===== config.mk =====
export PLATFORM = sky130hd
export DESIGN_NAME = numa_rx_parser
export DESIGN_NICKNAME = d
export VERILOG_FILES = /design/src/rtl/numa_rx_parser.sv
export SDC_FILE = /design/constraint.sdc
export NUM_CORES = 1
export LEC_CHECK = 0
export CAP_MARGIN = 20
export CORE_MARGIN = 2
export CORE_UTILIZATION = 40
export DETAILED_ROUTE_END_ITERATION = 12
export PLACE_DENSITY = 0.58
export SLEW_MARGIN = 40
export SYNTH_ARGS = -nofsm -noshare
export SYNTH_HDL_FRONTEND = slang
export SYNTH_SLANG_ARGS = --single-unit

===== constraint.sdc =====
create_clock -name pcie_clk -period 5.4 [get_ports pcie_clk]
set_clock_uncertainty 0.05 [all_clocks]
set_input_delay 1.08 -clock pcie_clk [delete_from_list [all_inputs] [get_ports pcie_clk]]
set_output_delay 1.08 -clock pcie_clk [all_outputs]
set_load 0.005 [all_outputs]

===== src/rtl/numa_rx_parser.sv =====
// numa_rx_parser
//   Parses frames from the PHY receive queue and forwards accepted frames to
//   the master queue as 18-bit words {flag[1:0], data[15:0]}.
//   Accepted frames produce:
//     {start, addr[31:16]}, {middle, addr[15:0]}, then len/2 payload words.
//   Frames that fail validation produce nothing.
//   Frames that end early inside the payload produce a single abort word.
//   Optional feature: define NUMA_RX_PARSER_STATS_EN to build the
//   stat_ok/stat_drop frame counters. Without it both ports are tied to 0.
module numa_rx_parser #(
  parameter logic [15:0] ETHERTYPE = 16'h3776,
  parameter logic [15:0] MAX_LEN   = 16'd1024
) (
  input  logic        pcie_clk,
  input  logic        sys_rst_n,
  input  logic [8:0]  phy_dout,
  input  logic        phy_empty,
  output logic        phy_rd_en,
  output logic [17:0] mst_din,
  input  logic        mst_full,
  output logic        mst_wr_en,
  output logic [15:0] stat_ok,
  output logic [15:0] stat_drop
);

  typedef enum logic [2:0] {
    S_IDLE,
    S_HDR,
    S_PAY,
    S_SKIP,
    S_DROP
  } state_t;

  localparam logic [1:0] FLAG_START = 2'b10;
  localparam logic [1:0] FLAG_MID   = 2'b00;
  localparam logic [1:0] FLAG_END   = 2'b01;
  localparam logic [1:0] FLAG_ABORT = 2'b11;

  localparam logic [4:0] IDX_ETYPE_HI = 5'd12;
  localparam logic [4:0] IDX_ETYPE_LO = 5'd13;
  localparam logic [4:0] IDX_ADDR_0   = 5'd14;
  localparam logic [4:0] IDX_ADDR_1   = 5'd15;
  localparam logic [4:0] IDX_ADDR_2   = 5'd16;
  localparam logic [4:0] IDX_ADDR_3   = 5'd17;
  localparam logic [4:0] IDX_LEN_HI   = 5'd18;
  localparam logic [4:0] IDX_LEN_LO   = 5'd19;

  // Parser state.
  state_t      state;
  state_t      state_nxt;
  logic        rd_q;        // a pop happened last cycle: phy_dout is live now
  logic [4:0]  hdr_idx;     // index of the header byte arriving next
  logic [15:0] etype_q;
  logic [31:0] addr_q;
  logic [7:0]  len_hi_q;
  logic [15:0] pay_rem;     // payload bytes still expected
  logic [7:0]  odd_byte;    // first byte of a half-built payload word
  logic        odd_vld;

  // Words that are generated without a PHY byte arriving at the same moment.
  logic        hdr_pend;    // second header word still to be emitted
  logic        abt_pend;    // abort word still to be emitted

  // Output register and its one-entry skid behind it.
  logic        out_vld;
  logic [17:0] out_word;
  logic        skid_vld;
  logic [17:0] skid_word;

  // Decoded per-cycle events.
  logic        in_vld;
  logic        in_end;
  logic [7:0]  in_byte;
  logic [15:0] len_w;
  logic        hdr_ok;
  logic        hdr_last;
  logic        hdr_done;
  logic        set_abt;
  logic        hdr_go;
  logic        abt_go;
  logic        out_free;
  logic        prod_vld;
  logic [17:0] prod_word;

  assign in_vld   = rd_q &  phy_dout[8];
  assign in_end   = rd_q & ~phy_dout[8];
  assign in_byte  = phy_dout[7:0];

  // Length is complete only while its low byte is on the bus.
  assign len_w    = {len_hi_q, in_byte};
  assign hdr_ok   = (etype_q == ETHERTYPE) && (len_w != 16'd0) &&
                    !len_w[0] && (len_w <= MAX_LEN);
  assign hdr_last = in_vld && (state == S_HDR) && (hdr_idx == IDX_LEN_LO);
  assign hdr_done = hdr_last && hdr_ok;

  // An early end in the payload always goes through abt_pend so it can
  // never collide with the second header word in the same cycle.
  assign set_abt  = in_end && (state == S_PAY);

  // Deferred words only issue when the skid has room; the header word
  // first, so the abort always follows the header it belongs to.
  assign hdr_go   = hdr_pend && !skid_vld;
  assign abt_go   = abt_pend && !hdr_pend && !skid_vld;

  // Pop only when a produced word is guaranteed a slot; a word can still be
  // produced one cycle after mst_full rises, and the skid absorbs it.
  assign phy_rd_en = sys_rst_n & ~phy_empty & ~mst_full & ~skid_vld;

  assign mst_wr_en = out_vld & ~mst_full;
  assign mst_din   = out_word;
  assign out_free  = ~out_vld | ~mst_full;

  // State register.
  // NOTE: sequential state uses non-blocking (<=) so every flop samples
  // pre-edge values regardless of the order the always blocks are evaluated.
  always_ff @(posedge pcie_clk or negedge sys_rst_n) begin
    if (!sys_rst_n) begin
      state <= S_IDLE;
    end else begin
      state <= state_nxt;
    end
  end

  // Next-state decode and word production (at most one word per cycle).
  // NOTE: every signal written here gets a default first; a path that leaves
  // one unassigned would infer a latch.
  always_comb begin
    state_nxt = state;
    prod_vld  = 1'b0;
    prod_word = '0;

    case (state)
      S_IDLE: begin
        if (in_vld) state_nxt = S_HDR;
      end
      S_HDR: begin
        if (in_end)        state_nxt = S_IDLE;
        else if (hdr_last) state_nxt = hdr_ok ? S_PAY : S_DROP;
      end
      S_PAY: begin
        if (in_end)                             state_nxt = S_IDLE;
        else if (in_vld && pay_rem == 16'd1)    state_nxt = S_SKIP;
      end
      S_SKIP, S_DROP: begin
        if (in_end) state_nxt = S_IDLE;
      end
      default: state_nxt = S_IDLE;
    endcase

    if (hdr_go) begin
      prod_vld  = 1'b1;
      prod_word = {FLAG_MID, addr_q[15:0]};
    end else if (abt_go) begin
      prod_vld  = 1'b1;
      prod_word = {FLAG_ABORT, 16'h0000};
    end else if (hdr_done) begin
      prod_vld  = 1'b1;
      prod_word = {FLAG_START, addr_q[31:16]};
    end else if (state == S_PAY && in_vld && odd_vld) begin
      prod_vld  = 1'b1;
      prod_word = {(pay_rem == 16'd1) ? FLAG_END : FLAG_MID, odd_byte, in_byte};
    end
  end

  // Header capture, payload byte pairing and deferred-word flags.
  // NOTE: the datapath registers are reset too; they are few and it keeps
  // every output deterministic straight out of reset.
  always_ff @(posedge pcie_clk or negedge sys_rst_n) begin
    if (!sys_rst_n) begin
      rd_q     <= 1'b0;
      hdr_idx  <= '0;
      etype_q  <= '0;
      addr_q   <= '0;
      len_hi_q <= '0;
      pay_rem  <= '0;
      odd_byte <= '0;
      odd_vld  <= 1'b0;
      hdr_pend <= 1'b0;
      abt_pend <= 1'b0;
    end else begin
      rd_q <= phy_rd_en;

      if (in_vld) begin
        if (state == S_IDLE) begin
          // This byte is header byte 0; the next one is byte 1.
          hdr_idx <= 5'd1;
        end else if (state == S_HDR) begin
          hdr_idx <= hdr_idx + 5'd1;
          case (hdr_idx)
            IDX_ETYPE_HI: etype_q[15:8] <= in_byte;
            IDX_ETYPE_LO: etype_q[7:0]  <= in_byte;
            IDX_ADDR_0, IDX_ADDR_1,
            IDX_ADDR_2, IDX_ADDR_3: addr_q <= {addr_q[23:0], in_byte};
            IDX_LEN_HI:   len_hi_q      <= in_byte;
            default: ;
          endcase
          if (hdr_last) begin
            pay_rem <= len_w;
            odd_vld <= 1'b0;
          end
        end else if (state == S_PAY) begin
          pay_rem <= pay_rem - 16'd1;
          odd_vld <= ~odd_vld;
          if (!odd_vld) odd_byte <= in_byte;
        end
      end

      hdr_pend <= hdr_done | (hdr_pend & ~hdr_go);
      abt_pend <= set_abt  | (abt_pend & ~abt_go);
    end
  end

  // Output register with skid: a word that cannot be presented because the
  // output register is still held by mst_full waits in the skid.
  always_ff @(posedge pcie_clk or negedge sys_rst_n) begin
    if (!sys_rst_n) begin
      out_vld   <= 1'b0;
      out_word  <= '0;
      skid_vld  <= 1'b0;
      skid_word <= '0;
    end else if (out_free) begin
      if (skid_vld) begin
        out_vld   <= 1'b1;
        out_word  <= skid_word;
        skid_vld  <= prod_vld;
        if (prod_vld) skid_word <= prod_word;
      end else if (prod_vld) begin
        out_vld   <= 1'b1;
        out_word  <= prod_word;
      end else begin
        out_vld   <= 1'b0;
      end
    end else if (prod_vld) begin
      skid_vld  <= 1'b1;
      skid_word <= prod_word;
    end
  end

`ifdef NUMA_RX_PARSER_STATS_EN
  logic        inc_ok;
  logic        inc_drop;
  logic [15:0] ok_q;
  logic [15:0] drop_q;

  // Each frame is counted exactly once, when its terminating entry arrives.
  assign inc_ok   = in_end && (state == S_SKIP);
  assign inc_drop = in_end && (state == S_HDR || state == S_PAY || state == S_DROP);

  // Frame counters; 16-bit addition wraps from FFFF to 0 on its own.
  always_ff @(posedge pcie_clk or negedge sys_rst_n) begin
    if (!sys_rst_n) begin
      ok_q   <= '0;
      drop_q <= '0;
    end else begin
      if (inc_ok)   ok_q   <= ok_q   + 16'd1;
      if (inc_drop) drop_q <= drop_q + 16'd1;
    end
  end

  assign stat_ok   = ok_q;
  assign stat_drop = drop_q;
`else
  assign stat_ok   = 16'h0000;
  assign stat_drop = 16'h0000;
`endif

endmodule


== Word level (Yosys, flattened, before mapping) ==
Cells that the tools add are included.

* Equal/unequal tests: 20
* Shifts and indexed selects: 0
* Magnitude comparators: 1
* Muxes and demuxes: 35
* Reduce and logical (&&, ||, !) cells: 33
* Div/mod/pow operators: 0
* Bitwise operators: 21
* $add $sub $neg: 2
* Multiply operators: 0

{| class="wikitable"
|+ Operators by type and width
! operator !! number
|-
| 2-to-1 mux 18 bit || 8
|-
| 2-to-1 mux 16 bit || 3
|-
| AND reduction 4 bit || 6
|-
| 2-to-1 mux 3 bit || 7
|-
| == test 5 x 4 -> 1 bit (second input constant) || 4
|-
| == test 5 bit (second input constant) || 4
|-
| 2-to-1 mux 17 bit || 1
|-
| == test 16 x 1 -> 1 bit (second input constant) || 1
|-
| == test 16 x 14 -> 1 bit (second input constant) || 1
|-
| less-or-equal comparator 16 x 11 -> 1 bit (second input constant) || 1
|-
| nonzero test 16 bit || 1
|-
| subtractor 16 x 1 -> 16 bit (second input constant) || 1
|-
| logical AND 1 bit || 13
|-
| 2-to-1 mux 1 bit || 13
|-
| case mux 3 bit (4 select lines) || 1
|-
| 2-to-1 mux 5 bit || 2
|-
| inverter 1 bit || 10
|-
| bitwise AND 1 bit || 8
|-
| != test 2 bit (second input constant) || 4
|-
| nonzero test 2 bit || 4
|-
| == test 3 x 2 -> 1 bit (second input constant) || 2
|-
| adder 5 x 1 -> 5 bit (second input constant) || 1
|-
| AND reduction 5 bit || 1
|-
| AND reduction 2 bit || 2
|-
| 9 further kinds || 13
|}

* Bits of input ports: 13
* Bits in registers: 130
* RAM bits: 0
* Bits in read-only memories: 0
* Memories kept: 0
* Latch bits: 0

== Depth between registers and ports, before layout ==
Gate-level depths: netlist of the first run.

* Depth in word-level cells: 11
* Gate-level depth with buffers: 9
* Mapped depth without buffers: 8

== Worst setup path after synthesis of the first run ==
OpenSTA, ideal clock, no wires.

* Path type: in2reg
* Start point: input port phy_dout[6]
* End point: register out_word[10], in the netlist mst_din[10]
* Data required time: 5.228 ns
* Slack: 2.163 ns
* Path buffers: 3
* Stages: 8
* Arrival: 3.065 ns
* Path through: buf_2 -> or4_1 -> or4_4 -> and4_1 -> buf_2 -> o21ai_4 -> buf_4 -> o21ai_1

* Longest elaborated chain between the ends: 10
* Elaborated cells between the ends (all ways): 16
* Classes of those cells: 1 x order compare; 8 x mux; 7 x reduce/logical

{| class="wikitable"
|+ RTL lines
! what !! line !! source
|-
| start, declared || 16 || <nowiki>input logic [8:0] phy_dout,</nowiki>
|-
| parallel branches: the longest is 3 deep, another holds less-or-equal comparator 16 x 11 -> 1 bit || -- ||
|-
| logical AND 1 bit * || 92 || <nowiki>!len_w[0] && (len_w <= MAX_LEN);</nowiki>
|-
| logical AND 1 bit * || 94 || <nowiki>assign hdr_done = hdr_last && hdr_ok;</nowiki>
|-
| 2-to-1 mux 18 bit or 2-to-1 mux 1 bit (tied branches) || 156 || <nowiki>end else if (hdr_done) begin</nowiki>
|-
| 2-to-1 mux 18 bit or 2-to-1 mux 1 bit (tied branches) || 153 || <nowiki>end else if (abt_go) begin</nowiki>
|-
| 2-to-1 mux 18 bit or 2-to-1 mux 1 bit (tied branches) || 150 || <nowiki>if (hdr_go) begin</nowiki>
|-
| 2-to-1 mux 18 bit or nonzero test 2 bit (tied branches) || -- ||
|-
| 2-to-1 mux 18 bit or AND reduction 2 bit (tied branches) || -- ||
|-
| end signal, assigned || 224 || <nowiki>out_word <= skid_word;</nowiki>
|-
| end signal, assigned || 229 || <nowiki>out_word <= prod_word;</nowiki>
|-
| end, declared || 66 || <nowiki>logic [17:0] out_word;</nowiki>
|}

Every way passes the cells marked *. The select of a mux whose other input is x is not followed.
A chain may end at the register's enable or synchronous reset.

== Final worst setup path of the first run ==
* Start point: input port phy_dout[6]
* End point: register out_word[17], in the netlist mst_din[17]

Same word-level chain as after synthesis.

==> results by group, run 1 <==
Die
  – Die area: between 15000 and 20000 sq um
  – Core area: ~16000 sq um
  – FP Rows: 46
  – Width of the die: approximately 130 um
  – Io pins: 65
  – Die Y-Extent: 132 um
  – Starting Density: 41.2%

Route
  – DRT antenna net count: 0
  – # DRC: 0
  – DR iter-0 viols: around 300
  – Vias: 4877
  – Router iterations before antenna repair: 5
  – Vias per cell: ~5.5
  – Avg WL per Cell: roughly 17 um
  – Post-Route WL: approximately 15 mm

Synth
  – Async S/R FF share, synth: 100%
  – Mean Syn Cell Area: 10.4 sq um
  – Post-synth EDFFs: 0
  – Main synth FF type: dfrtp_1
  – Synth cell types: between 50 and 60
  – Ys Warns: 0
  – Post-synthesis sequential area ratio: between 40% and 50%
  – Register bit total from synthesis: 130
  – Synthesized cell area: between 6000 and 7000 sq um
  – Mapped Cells: 633

Timing
  – Max Slew Vio Count: 0
  – Final hold slack: approximately 430 ps
  – Rel. slew slack: roughly 50%
  – RSZ-0062 raised after global routing: false
  – Fin. Hold Viols: 0
  – Final Setup Violations: 0
  – Measured slew at the worst slew-check pin: 750 ps
  – Fmax: between 0.2 and 0.3 GHz
  – Setup TNS: 0 ps
  – Crit path time final: a little under 4000 ps
  – Crit share post-route: ~73%
  – Final setup margin: roughly 1500 ps

Placement
  – DP HPWL: between 10 and 15 mm
  – Setup WS pre-CTS: between 900 and 1000 ps
  – Port Buffers: 32
  – Routability cong.: between 0.8 and 0.9

GRT
  – Largest net degree at the start of global routing: between 70 and 80
  – Total track usage: 18.1%
  – First-pass GRT wire length: roughly 25 mm
  – Initial antenna violation count: 0
  – Global route overflow: 0
  – Vias in the first global route: between 4000 and 5000

Setup path
  – Worst-path cell chain: clkdlybuf4s50_1, or4_1, or4_4, and4_1, o21ai_4, a211oi_1, a21o_1
  – Worst Path Arrival: between 4000 and 5000 ps
  – CP Launch Type: primary input
  – Crit Path Class: in2reg
  – Nature of the critical path endpoint: flop
  – CP required: roughly 5700 ps
  – CP Max Fanout: 36
  – Largest stage delay, worst path: around 700 ps
  – Crit-path leading delay family: simple AND/OR/NAND/NOR gates
  – Critical path's slowest cell: o21ai_4
  – Critical path buffers and inverters: 1

Cells and area
  – Area delta synth->final: 15.6%
  – Final core utilization: between 40% and 50%
  – ANT cells: 0
  – Nets: around 670
  – Fraction of layout cells with a size suffix above 1: a little under a fifth

Clock network
  – Root Driver: clkbuf_16
  – Max clock buf depth: 2
  – Clock latency on the worst-skew pair: between 400 and 500 ps
  – CTS Buf Count: 17
  – Clock Pin Slew Worst Setup and Hold Paths: approximately 60 ps
  – Sink Count: 130
  – Cts repair resizes: 0
  – CTS tree: done
  – H-tree Lvls: 4
  – Setup bufs post-CTS: 0
  – Post-CTS Hold Fix Bufs: 0

Power and ir drop
  – Power Density: ~370 nW/um^2
  – Total design power: around 2.9 mW
  – Lkg Pwr: ~3.5 nW
  – Max rail drop VDD: roughly 210 uV

Worst hold path
  – Class of the worst hold path: reg2reg

Run status
  – Status: finished clean

Run
  – Max-Cap Viols: 0
## final timing paths
kind                                    startpoint                   endpoint  slack (ps)  depth (start not counted)
setup / recovery                       phy_dout[6]    mst_din[17]$_DFFE_PN0P_        1450                          7
hold / removal              mst_din[1]$_DFFE_PN0P_     mst_din[1]$_DFFE_PN0P_         430                          2
setup reg to reg           len_hi_q[3]$_DFFE_PN0P_  skid_word[15]$_DFFE_PN0P_        2200                          7
hold reg to reg             mst_din[1]$_DFFE_PN0P_     mst_din[1]$_DFFE_PN0P_         430                          2
max in group asynchronous                sys_rst_n     addr_q[14]$_DFFE_PN0P_        3370                          3
min in group asynchronous                sys_rst_n     pay_rem[3]$_DFFE_PN0P_         790                          2
## logic make-up after synthesis
group	count (synthesis)	synth area share, %
AOI/OAI and AO/OA	168	17.0
adders and majority gates	7	1.33
buffers and inverters	85	7.21
DFF	130	49.3
muxes	68	11.6
other	1	0.0568
and+or+nand+nor	174	13.5
## report_power, final
part / leakage (nW) / switching, mW / internal [mW] / total (mW)
clock: 0.293 / 0.428 / 0.737 / 1.17
combinational: 1.45 / 0.237 / 0.233 / 0.470
sequential: 1.75 / 0.112 / 1.11 / 1.22
total: 3.49 / 0.777 / 2.08 / 2.86
## flip-flops by register name (all words and copies together), names as in the netlist
register   flops
len_hi_q       8
pay_rem       16
out_vld        1
hdr_idx        5
rd_q           1
mst_din       18
abt_pend       1
hdr_pend       1
skid_word     18
skid_vld       1
odd_byte       8
addr_q        32
state          3
etype_q       16
odd_vld        1
## cells in the final DEF (no fill, tap or decap), types with 5 or more instances in the layout
master           netlist  routed
nand3_1               12      12
buf_4                 35      13
nor3_1                 8       6
a21o_1                 5       5
a22o_1                18      18
nand2_1               34      34
or4_1                  6       6
clkbuf_16              0      17
mux2_2                66      66
nor2_1                51      51
clkdlybuf4s50_1        0      31
a21oi_1               41      40
nor3b_1                5       5
nand4_1                6       6
o21ai_0               30      30
dfrtp_1              130     130
o21ai_1               15      15
a221o_1               16      16
conb_1                 1      32
and3_1                19      19
inv_1                  7       7
ha_1                   7       7
o22ai_1               18      18
nor4_1                 7       7
## layout make-up
cell class              count  area [sq um]
inverters                   7          26.3
multi-input cells         449          3030
well taps                 216           270
fillers                  1473          8370
clock buffers              19           443
flip-flops and latches    130          3250
clock inverters            13           160
repair buffers             47           449
## routing by layer
layer,share of wire (%),GRT usage [%],up-vias
met5,0,0,-
met4,1.2,5.73,0
met3,4.6,3.60,18
met2,47,28.3,132
met1,47,25.3,2437
li1,-,-,2290
## worst min-delay path, cell delays in order (launching register included)
cell     delay (ps)
dfrtp_1         340
nand2_1          50
o21ai_0          60
## metrics by stage
stage	area, sq um	std cells
2_1_floorplan	6720	664
3_3_place_gp	6970	847
3_5_place_dp	7010	849
4_1_cts	7610	881
5_1_grt	7630	881
6_report	7630	881
## cell usage after synthesis, types with 5 or more instances
cell type,number,share of area (%)
nor2_1,51,2.9
mux2_2,66,11
inv_1,7,0.40
a21oi_1,41,3.1
nor3b_1,5,0.57
and3_1,19,1.8
o22ai_1,18,1.7
nand4_1,6,0.57
a22o_1,18,2.4
buf_4,35,4.0
or4_1,6,0.68
nor4_1,7,0.66
a21o_1,5,0.57
ha_1,7,1.3
a221o_1,16,2.4
nor3_1,8,0.61
dfrtp_1,130,49
o21ai_1,15,1.1
o21ai_0,30,2.3
nor2b_1,5,0.47
clkbuf_1,30,1.7
buf_2,8,0.61
nand3_1,12,0.91
nand2_1,34,1.9
No activity file was read; power rests on OpenSTA's default activity.
==> inputs of run 2 (changes only) <==
==> constraint.sdc (replaced) <==
create_clock -name pcie_clk -period 4 [get_ports pcie_clk]
set_clock_uncertainty 0.05 [all_clocks]
set_input_delay 0.8 -clock pcie_clk [delete_from_list [all_inputs] [get_ports pcie_clk]]
set_output_delay 0.8 -clock pcie_clk [all_outputs]
set_load 0.005 [all_outputs]
==> results by group, run 2 (synthesis results as in run 1) <==
Timing
  – Final Setup Violations: 0
  – RSZ-0062 raised after global routing: false
  – Fmax: roughly 0.32 GHz
  – Max Slew Vio Count: 0
  – Crit share post-route: 78.0%
  – Crit path time final: between 3000 and 4000 ps
  – Measured slew at the worst slew-check pin: between 800 and 900 ps
  – Final hold slack: 432 ps
  – Fin. Hold Viols: 0
  – Setup TNS: 0 ps
  – Rel. slew slack: roughly 44%

Setup path
  – Nature of the critical path endpoint: flop
  – Worst-path cell chain: clkdlybuf4s50_1, buf_4, or4_1, nor4_1, nand4_1, a32oi_4, mux2_2
  – Critical path's slowest cell: or4_1
  – Crit Path Class: in2reg
  – Critical path buffers and inverters: 2
  – Critical path startpoint: phy_dout[0]
  – Worst Path Arrival: between 3000 and 4000 ps
  – CP Launch Type: primary input
  – Crit-path leading delay family: simple AND/OR/NAND/NOR gates
  – CP required: ~4300 ps
  – Reg-to-reg startpoint: state[2]$_DFFE_PN0P_
  – Largest stage delay, worst path: between 400 and 500 ps
  – CP Max Fanout: 8

GRT
  – Vias in the first global route: around 4700
  – Total track usage: between 15 and 20%
  – Global route overflow: 0
  – Largest net degree at the start of global routing: 71
  – Initial antenna violation count: 0
  – First-pass GRT wire length: 25.5 mm

Cells and area
  – ANT cells: 0
  – Nets: ~680
  – Largest reg by FF count: addr_q
  – Fillers: ~1500
  – Area delta synth->final: 15.8%
  – Most frequent cells in the layout: 130 x dfrtp_1, 66 x mux2_2, 50 x nor2_1
  – Most common cell after layout, fill and taps aside: dfrtp_1
  – Fraction of layout cells with a size suffix above 1: 19.4%
  – Final core utilization: between 40 and 50%
  – Final instance area: 7640 sq um
  – Largest register FFs: 32

Placement
  – DP HPWL: between 10 and 15 mm
  – DP Area: 7060 sq um
  – Routability cong.: roughly 0.84
  – Port Buffers: 32

Die
  – FP Rows: 46
  – Starting Density: slightly above 40%
  – Io pins: 65
  – Core area: about 16000 sq um
  – Width of the die: about 130 um
  – Die area: between 15000 and 20000 sq um
  – Die Y-Extent: ~130 um

Clock network
  – Clock latency on the worst-skew pair: between 400 and 500 ps
  – Cts repair resizes: 0
  – CTS Buf Count: 17
  – Sink Count: between 100 and 150
  – Clock Pin Slew Worst Setup and Hold Paths: about 60 ps
  – Post-CTS Hold Fix Bufs: 0
  – H-tree Lvls: 4
  – Root Driver: clkbuf_16
  – CTS tree: done
  – Max clock buf depth: 2
  – Setup bufs post-CTS: 0

Route
  – Post-Route WL: approximately 15 mm
  – Router iterations before antenna repair: 5
  – Avg WL per Cell: 17.3 um
  – DRT antenna net count: 0
  – Vias: approximately 4900
  – # DRC: 0
  – DR iter-0 viols: between 300 and 400
  – Vias per cell: about 5.5

Run status
  – Status: finished clean

Power and ir drop
  – Total design power: between 3 and 4 mW
  – Power Density: 492 nW/um^2
  – Lkg Pwr: 3.51 nW
  – Max rail drop VDD: approximately 280 uV

Worst hold path
  – Hold path start: mst_din[14]$_DFFE_PN0P_
  – Class of the worst hold path: reg2reg

Run
  – Max-Cap Viols: 0
==> run 2: worst register-to-register path, stage by stage, from the launching register on <==
cell     delay [ps]
dfrtp_1         520
nor2_2          470
and2_1          200
buf_4           280
nand3_1         210
a21oi_4         160
buf_4           410
mux2_2          420
==> run 2: final cells by class <==
type	count	area, sq um	area share [%]
Sequential cell	130	3250	42.6
Multi-Input combinational cell	449	3010	39.4
Clock buffer	21	460	6.02
Inverter	7	26.3	0.344
Timing Repair Buffer	56	518	6.78
Tap cell	216	270	3.54
Clock inverter	11	106	1.39
==> run 2: path summary, 6_finish.rpt <==
kind                                              to  slack (ps)  cells past startpoint
min reg2reg                  mst_din[14]$_DFFE_PN0P_         430                      2
max in group asynchronous    pay_rem[11]$_DFFE_PN0P_        2380                      3
min                          mst_din[14]$_DFFE_PN0P_         430                      2
min in group asynchronous       state[1]$_DFFE_PN0P_         440                      2
max                        skid_word[17]$_DFFE_PN0P_         880                      7
max reg2reg                   addr_q[22]$_DFFE_PN0P_        1180                      7
==> run 2: power breakdown <==
group	switching, mW	leakage, nW	internal (mW)
combinational	0.320	1.49	0.324
sequential	0.144	1.75	1.50
clock	0.581	0.270	0.890
total	1.04	3.51	2.71
==> run 2: metal layers <==
layer	global-route usage (%)	vias to the layer above	share of wire, %
met5	0	-	0
met2	29.3	137	47
met1	24.6	2410	47
met3	4.18	23	4.0
li1	-	2315	-
met4	6.51	0	2.0
==> run 2: stage by stage <==
stage	worst slack, ps	instances
floorplan	1040	664
global placement	533	858
detailed placement	468	858
CTS	871	890
global route	771	890
finish	878	890
==> inputs of run 3 (changes only) <==
==> constraint.sdc (replaced) <==
create_clock -name pcie_clk -period 3.2 [get_ports pcie_clk]
set_clock_uncertainty 0.05 [all_clocks]
set_input_delay 0.64 -clock pcie_clk [delete_from_list [all_inputs] [get_ports pcie_clk]]
set_output_delay 0.64 -clock pcie_clk [all_outputs]
set_load 0.005 [all_outputs]
==> results by group, run 3 (synthesis results as in run 1) <==
Run status
  – Status: finished clean

Placement
  – Port Buffers: 32
  – Placed cells: a little under 900
  – DP HPWL: 10.6 mm
  – Routability cong.: 0.824
  – Setup WS pre-CTS: -101 ps

Clock network
  – H-tree Lvls: 4
  – Post-CTS Hold Fix Bufs: 0
  – Clock Pin Slew Worst Setup and Hold Paths: approximately 60 ps
  – Setup bufs post-CTS: 0
  – CTS Buf Count: 17
  – Cts repair resizes: 0
  – CTS tree: done
  – Root Driver: clkbuf_16
  – Max clock buf depth: 2
  – Clock latency on the worst-skew pair: ~420 ps
  – Sink Count: between 100 and 150

Timing
  – Crit path time final: 2880 ps
  – Measured slew at the worst slew-check pin: just under 700 ps
  – Crit share post-route: between 90 and 100%
  – Setup TNS: 0 ps
  – Max Slew Vio Count: 0
  – RSZ-0062 raised after global routing: false
  – Rel. slew slack: 54.8%
  – Fin. Hold Viols: 0
  – Final setup margin: between 300 and 400 ps
  – Fmax: 0.347 GHz
  – Final Setup Violations: 0

Cells and area
  – Fillers: between 1000 and 1500
  – Area delta synth->final: 18.0%
  – Nets: between 600 and 700
  – Fraction of layout cells with a size suffix above 1: a little over a fifth
  – Multi-input combinational cell area: approximately 3000 sq um
  – Largest register FFs: 32
  – Largest reg by FF count: addr_q
  – Layout Cells excl Fill: ~900
  – Most frequent cells in the layout: 130 x dfrtp_1, 66 x mux2_2, 51 x nor2_1
  – ANT cells: 0
  – Register area: about 3300 sq um
  – Most common cell after layout, fill and taps aside: dfrtp_1

Power and ir drop
  – Power Density: around 620 nW/um^2
  – Max rail drop VDD: 368 uV
  – Lkg Pwr: between 3 and 4 nW

GRT
  – First-pass GRT wire length: around 26 mm
  – Total track usage: between 10% and 20%
  – Vias in the first global route: between 4000 and 5000
  – Global route overflow: 0
  – Largest net degree at the start of global routing: between 70 and 80
  – Initial antenna violation count: 1

Setup path
  – Nature of the critical path endpoint: flop
  – Reg2Reg Depth: 8
  – Crit Path Class: in2reg
  – Worst Path Arrival: 3140 ps
  – CP required: between 3000 and 4000 ps
  – CP Max Fanout: 12
  – CP Launch Type: primary input

Route
  – Router iterations before antenna repair: 6
  – DR iter-0 viols: between 300 and 400
  – Avg WL per Cell: roughly 17 um
  – DRT antenna net count: 0
  – Post-Route WL: approximately 15 mm
  – Vias: 5005
  – Vias per cell: between 5 and 6
  – # DRC: 0

Die
  – Die area: 17500 sq um
  – FP Rows: 46
  – Core area: 16000 sq um
  – Starting Density: 41.2%
  – Width of the die: between 100 and 150 um
  – Die Y-Extent: ~130 um
  – Io pins: between 60 and 70

Run
  – Max-Cap Viols: 0

Worst hold path
  – Class of the worst hold path: in2async
run 3: cell count changes in the layout (fill, tap and decap cells not counted):
cell / change
buf_4: +11
bufinv_16: +1
clkbuf_1: -2
nor2_1: +1
inv_8: +1
nor3_2: -1
buf_12: +2
inv_6: +6
clkinv_4: -3
clkbuf_8: -2
nor2_2: -1
nor3_1: +1
clkinv_2: -1
run 3: power breakdown:
part	total (mW)	switching, mW	internal (mW)	leakage, nW
clock	1.96	0.790	1.17	0.284
combinational	0.835	0.410	0.425	1.56
sequential	2.05	0.171	1.88	1.75
total	4.84	1.37	3.47	3.60
run 3: path summary, 6_finish.rpt:
path	start	endpoint	slack (ps)
hold / removal	sys_rst_n	pay_rem[3]$_DFFE_PN0P_	290
min in group pcie_clk	mst_din[5]$_DFFE_PN0P_	mst_din[5]$_DFFE_PN0P_	430
setup / recovery	phy_dout[6]	mst_din[5]$_DFFE_PN0P_	320
hold reg to reg	mst_din[5]$_DFFE_PN0P_	mst_din[5]$_DFFE_PN0P_	430
setup reg to reg	state[1]$_DFFE_PN0P_	skid_word[12]$_DFFE_PN0P_	590
max in group asynchronous	sys_rst_n	addr_q[1]$_DFFE_PN0P_	1750
run 3: critical path, stage by stage:
cell and delay (ps):
clkdlybuf4s50_1 410, or4_1 570, or4_4 540, and4_1 210
buf_4 170, buf_12 140, and3_1 190, o22ai_1 190
o21ai_1 80
run 3: routing by layer:
metal / track usage, % / wire length [um] / vias to the layer above
li1: - / - / 2340
met1: 25.9 / 7540 / 2495
met2: 27.8 / 6970 / 145
met3: 3.33 / 639 / 25
met4: 6.93 / 298 / 0
met5: 0 / 0 / -
run 3: layout make-up:
class | count | share of cell area [%]
tap | 216 | 3.47
timing repair buffer | 69 | 8.23
sequential | 130 | 41.8
clock inverter | 15 | 2.17
multi-input combinational | 449 | 38.5
clock buffer | 17 | 5.46
inverter | 7 | 0.338
run 3: per-stage QoR:
step                      power (mW)  hold WS [ps]  utilization, %  cell area, sq um
after detailed placement        2.92           428            44.9              7190
after global routing            5.09           333            48.7              7780
final                           4.84           287            48.7              7780
after floorplan                 2.52           294               -              6720
after CTS                       4.89           400            48.6              7780
after global placement          2.89           418            44.9              7180
